<file path="src/rtl/regfile_wr_sched_pkg.sv">
// Shared types and constants for the register-file write-back scheduler.
package regfile_wr_sched_pkg;
  localparam logic [3:0] RNONE     = 4'hf;
  localparam logic [3:0] RRSP      = 4'h4;
  localparam int         WBQ_DEPTH = 4;

  typedef struct packed {
    logic [3:0]  addr;
    logic [63:0] data;
  } wbq_entry_t;
endpackage

</file>
<file path="src/rtl/regfile_wr_sched_wbq.sv">
// Circular buffer of pending register writes: 0/1/2 pushes and one pop per cycle.
module regfile_wr_sched_wbq
  import regfile_wr_sched_pkg::*;
#(
  parameter int DEPTH = WBQ_DEPTH,
  parameter int AW    = 2
) (
  input  logic                   clk_i,
  input  logic                   rst_i,
  input  logic [1:0]             push_n_i,
  input  wbq_entry_t             push0_i,
  input  wbq_entry_t             push1_i,
  input  logic                   pop_i,
  output logic [AW:0]            count_o,
  output logic [AW-1:0]          head_o,
  output wbq_entry_t [DEPTH-1:0] entries_o,
  output logic [DEPTH-1:0]       valid_o
);
  wbq_entry_t [DEPTH-1:0] mem_q;
  logic [AW-1:0] head_q, head_d, tail_q, tail_d;
  logic [AW:0]   count_q, count_d;

  always_comb begin
    head_d  = pop_i ? head_q + AW'(1) : head_q;
    tail_d  = tail_q + AW'(push_n_i);
    count_d = count_q + (AW+1)'(push_n_i) - (AW+1)'(pop_i);
  end

  always_ff @(posedge clk_i) begin
    if (rst_i) begin
      head_q  <= '0;
      tail_q  <= '0;
      count_q <= '0;
    end else begin
      head_q  <= head_d;
      tail_q  <= tail_d;
      count_q <= count_d;
    end
  end

  // Storage needs no reset: entries are only observed through valid_o / count.
  always_ff @(posedge clk_i) begin
    if (push_n_i != 2'd0) mem_q[tail_q] <= push0_i;
    if (push_n_i == 2'd2) mem_q[tail_q + AW'(1)] <= push1_i;
  end

  for (genvar i = 0; i < DEPTH; i++) begin : g_vld
    assign valid_o[i] = {1'b0, AW'(AW'(i) - head_q)} < count_q;
  end

  assign count_o   = count_q;
  assign head_o    = head_q;
  assign entries_o = mem_q;
endmodule

</file>
<file path="src/rtl/regfile_wr_sched.sv">
// Write-back scheduler: queues E/M writes, retires one per cycle, forwards queued values to decode.
module regfile_wr_sched
  import regfile_wr_sched_pkg::*;
#(
  parameter int DEPTH = WBQ_DEPTH,
  parameter int AW    = 2
) (
  input  logic        clk_i,
  input  logic        rst_i,
  input  logic        wb_valid_i,
  output logic        wb_ready_o,
  input  logic [3:0]  dstE_i,
  input  logic [63:0] valE_i,
  input  logic [3:0]  dstM_i,
  input  logic [63:0] valM_i,
  output logic        wr_en_o,
  output logic [3:0]  wr_addr_o,
  output logic [63:0] wr_data_o,
  input  logic [3:0]  rd_addr_a_i,
  input  logic [3:0]  rd_addr_b_i,
  output logic        fwd_hit_a_o,
  output logic [63:0] fwd_data_a_o,
  output logic        fwd_hit_b_o,
  output logic [63:0] fwd_data_b_o,
  output logic        empty_o
);
  logic [AW:0]            count;
  logic [AW-1:0]          head;
  wbq_entry_t [DEPTH-1:0] entries;
  logic [DEPTH-1:0]       valid;
  logic                   e_en, m_en, accept;
  logic [1:0]             n_enq, push_n;
  wbq_entry_t             push0, push1;

  // M wins when both halves target the same register (popq %rsp).
  assign e_en   = (dstE_i != RNONE) && (dstE_i != dstM_i);
  assign m_en   = (dstM_i != RNONE);
  assign n_enq  = 2'(e_en) + 2'(m_en);
  assign accept = wb_valid_i && wb_ready_o;
  assign push_n = accept ? n_enq : 2'd0;
  assign push0  = e_en ? '{addr: dstE_i, data: valE_i} : '{addr: dstM_i, data: valM_i};
  assign push1  = '{addr: dstM_i, data: valM_i};

  regfile_wr_sched_wbq #(.DEPTH(DEPTH), .AW(AW)) u_wbq (
    .clk_i     (clk_i),
    .rst_i     (rst_i),
    .push_n_i  (push_n),
    .push0_i   (push0),
    .push1_i   (push1),
    .pop_i     (wr_en_o),
    .count_o   (count),
    .head_o    (head),
    .entries_o (entries),
    .valid_o   (valid)
  );

  assign wb_ready_o = count <= (AW+1)'(DEPTH - 2);
  assign empty_o    = (count == '0);
  assign wr_en_o    = (count != '0);
  assign wr_addr_o  = wr_en_o ? entries[head].addr : RNONE;
  assign wr_data_o  = wr_en_o ? entries[head].data : 64'd0;

  // Scan oldest to newest so the last match is the newest queued value.
  always_comb begin
    logic [AW-1:0] idx;
    idx          = '0;
    fwd_hit_a_o  = 1'b0;
    fwd_data_a_o = 64'd0;
    fwd_hit_b_o  = 1'b0;
    fwd_data_b_o = 64'd0;
    for (int k = 0; k < DEPTH; k++) begin
      idx = head + AW'(k);
      if (valid[idx] && rd_addr_a_i != RNONE && entries[idx].addr == rd_addr_a_i) begin
        fwd_hit_a_o  = 1'b1;
        fwd_data_a_o = entries[idx].data;
      end
      if (valid[idx] && rd_addr_b_i != RNONE && entries[idx].addr == rd_addr_b_i) begin
        fwd_hit_b_o  = 1'b1;
        fwd_data_b_o = entries[idx].data;
      end
    end
  end
endmodule

</file>
<file path="config.mk">
export PLATFORM = sky130hd
export DESIGN_NAME = regfile_wr_sched
export DESIGN_NICKNAME = d
export VERILOG_FILES = /design/src/rtl/regfile_wr_sched_pkg.sv /design/src/rtl/regfile_wr_sched_wbq.sv /design/src/rtl/regfile_wr_sched.sv
export SDC_FILE = /design/constraint.sdc
export NUM_CORES = 2
export LEC_CHECK = 0
export BUFFER_PORTS_ARGS = -buffer_cell sky130_fd_sc_hd__buf_2
export CORE_UTILIZATION = 50
export CTS_CLUSTER_DIAMETER = 40
export CTS_CLUSTER_SIZE = 14
export DETAILED_ROUTE_END_ITERATION = 16
export PLACE_DENSITY = 0.72
export REMOVE_ABC_BUFFERS = 1
export SYNTH_ARGS = -nofsm -noshare
export SYNTH_HDL_FRONTEND = slang
export SYNTH_SLANG_ARGS = --single-unit
</file>
<file path="constraint.sdc">
create_clock -name clk_i -period 5.1 [get_ports clk_i]
set_input_delay 0 -clock clk_i [delete_from_list [all_inputs] [get_ports clk_i]]
set_output_delay 0 -clock clk_i [all_outputs]
set_load 0.05 [all_outputs]
</file>
==> summary.md <==
| Metric | Value |
|---|---|
| Outcome | `completed` |
| Max Root-Sink Buffers | `3` |
| Synth top area share | `0.249` |
| Crit end category | `primary output` |
| Net count reported at finish | `roughly 3400` |
| Row cnt | `77` |
| Type of origin of the critical path | `flip-flop` |
| Worst-path cell chain | `buf_6 > o32ai_1 > o221a_2 > nand3_4 > buf_4 > nand3_1 > a41oi_1 > buf_2` |
| CP delay by family, top | `buffers and inverters` |
| Buf+Inv Stages, Crit Path | `3` |
| Fin. Hold Viols | `0` |
| Area of the core | `about 44000 um2` |
| Critical path class | `reg2out` |
| Fill count | `3781` |
| Synthesized area | `roughly 22000 um2` |
| Top post-synthesis cells by area | `dfxtp_1, mux4_2, nor2_1` |
| First-pass GRT wire length | `~150000 um` |
| CP arrival | `5030 ps` |
| Async SR Flop Fraction | `0` |
| Layout cells sized above 1 | `0.237` |
| Critical Path RT | `5100 ps` |
| Most frequent cells after synthesis | `nor2_1, a21oi_1, dfxtp_1, o22ai_1, clkbuf_1` |
| H-tree depth | `2` |
| Max cap viols | `0` |
| Final period util | `0.985` |
| Worst path slowest cell | `a41oi_1` |
| Min cycle time layout | `approximately 5000 ps` |
| Worst slew pin tran | `1170 ps` |
| DR vias/cell | `7.00` |
| EDFF count, synth | `0` |
| CTS buffer count | `47` |
| Initial antenna violation count | `8` |
| Drt pass-1 iters | `6` |
| Largest fanout on the critical path | `78` |
| Tot GR Track Use | `0.411` |
| Worst r2r path cells | `7` |
| Count of different cell masters after synthesis | `55` |
| Post-synthesis register bit count | `279` |
| Ports | `348` |
| Post-DRT Antenna Nets | `0` |
| Most frequent cell after synthesis | `nor2_1` |
| WL/cell | `roughly 25 um` |
| Worst path depth | `8` |
| Die height | `214 um` |
| RSZ-0062 raised after global routing | `yes` |
| Largest net degree at the start of global routing | `86` |
| Post-synthesis sequential area ratio | `0.249` |
| Cell taking the most area after synthesis | `dfxtp_1` |
| Max-slew violations | `0` |
| Mean Syn Cell Area | `approximately 7.7 um2` |
| Initial Utilization | `0.507` |
| Root Buffer | `clkbuf_16` |
| Clock skew | `17.7 ps` |
| Skew-Pair Late Insertion Delay | `590 ps` |
| Routability cong. | `0.907` |
| HP Class | `in2reg` |
| Final WS setup | `74.5 ps` |
| Worst-path clk slew | `50 ps` |
| Placement Setup Slack | `766 ps` |
| 1st-iter DRT viols | `3827` |
| Mapped Cells | `2924` |
| Final WL | `~97000 um` |
| Max incr delay on CP | `780 ps` |
| Total congestion overflow | `0` |
| Clk sinks | `279` |
| Layout area overhead | `25.1%` |
| Max-slew headroom | `0.220` |
| CTS tree | `built` |
| YS warnings | `0` |
| DR DRC count | `0` |
| Number of buffers added on ports | `347` |
| Detailed Place HPWL | `55900 um` |
| Die W | `approximately 210 um` |
| Synth Flop Type | `dfxtp_1` |
| Hold Path Depth | `5` |
| DR vias | `27300` |
| # setup viols final | `0` |
| Vias in the first global route | `25900` |
| Die area | `45700 um2` |
| Fmax achieved | `199 MHz` |
-- cell usage in the layout, fill, tap and decap left out, types with 48 or more instances in the layout --
cell type	count
nand3_1	133
o22ai_1	257
buf_2	346
mux4_2	146
mux2_2	65
buf_4	48
o21ai_0	68
dfxtp_1	277
a41oi_1	63
mux2i_1	75
clkbuf_16	48
dlygate4sd3_1	198
nor2_1	615
a21oi_1	416
nand2_1	205
-- final timing paths --
check	startpoint	to	slack, ps
worst max-delay path	u_wbq.head_o[0]$_SDFFE_PP0N_	fwd_data_a_o[44]	70
worst min register to register	u_wbq.entries_o[67]$_DFF_P_	u_wbq.entries_o[67]$_DFF_P_	590
worst min-delay path	dstE_i[3]	u_wbq.entries_o[271]$_DFF_P_	20
worst max register to register	u_wbq.count_o[0]$_SDFF_PP0_	u_wbq.entries_o[168]$_DFF_P_	1070
-- flip-flops by register name, summed over array words and instances, names as in the netlist --
signal / cells
u_wbq.entries_o: 272
u_wbq.tail_q: 2
u_wbq.count_o: 3
u_wbq.head_o: 2
-- per-layer routing --
metal	vias up	GRT usage	wire length, um
li1	11600	-	-
met4	4	0.227	5110
met3	516	0.107	13500
met2	2390	0.648	43800
met1	12800	0.513	34600
met5	-	0.00647	31
-- stage by stage --
step / cells / utilization / hold WS (ps) / cell area, um2 / setup TNS [ps]
2_1_floorplan: 2603 / - / 71.6 / 21100 / -3000110
3_3_place_gp: 3600 / 0.551 / 285 / 24400 / 0
3_5_place_dp: 3600 / 0.551 / 286 / 24400 / 0
4_1_cts: 3886 / 0.633 / 5.17 / 28000 / 0
5_1_grt: 3891 / 0.634 / 67.7 / 28000 / -3.06
6_report: 3893 / 0.634 / 16.5 / 28000 / 0
-- cell type report --
class	instances	area, um2	area share
multi-input combinational	2310	15700	0.560
sequential	279	5590	0.199
antenna	7	17.5	0.000625
tap	592	741	0.0264
timing repair buffer	603	4290	0.153
inverter	14	55.1	0.00196
clock inverter	24	308	0.0110
clock buffer	64	1340	0.0478
-- tightest hold or removal path, cell delays in order --
cell and delay (ps):
buf_2 130, o21ai_0 170, nor2_1 60, a21oi_1 120, a21oi_1 70
-- cells by family after synthesis --
family / Yosys count / share of synthesized area
buffers and inverters: 335 / 0.0613
flip-flops: 279 / 0.249
XOR/XNOR: 36 / 0.0141
AO/OA/AOI/OAI: 961 / 0.273
AND/OR/NAND/NOR: 1017 / 0.184
multiplexers: 286 / 0.213
adder cells (fa/ha/maj): 10 / 0.00592
-- what timing repair did --
item / CTS / global route
endpoints found under the setup margin: 0 / 40
hold buffers: 198 / 0
hold endpoints to repair: 279 / 0
gates resized for setup: 0 / 4
buffers inserted: 0 / 0
Power is left out: the tool's default activity adds up to more than one toggle a clock period on the data nets, which glitch-free logic cannot reach.
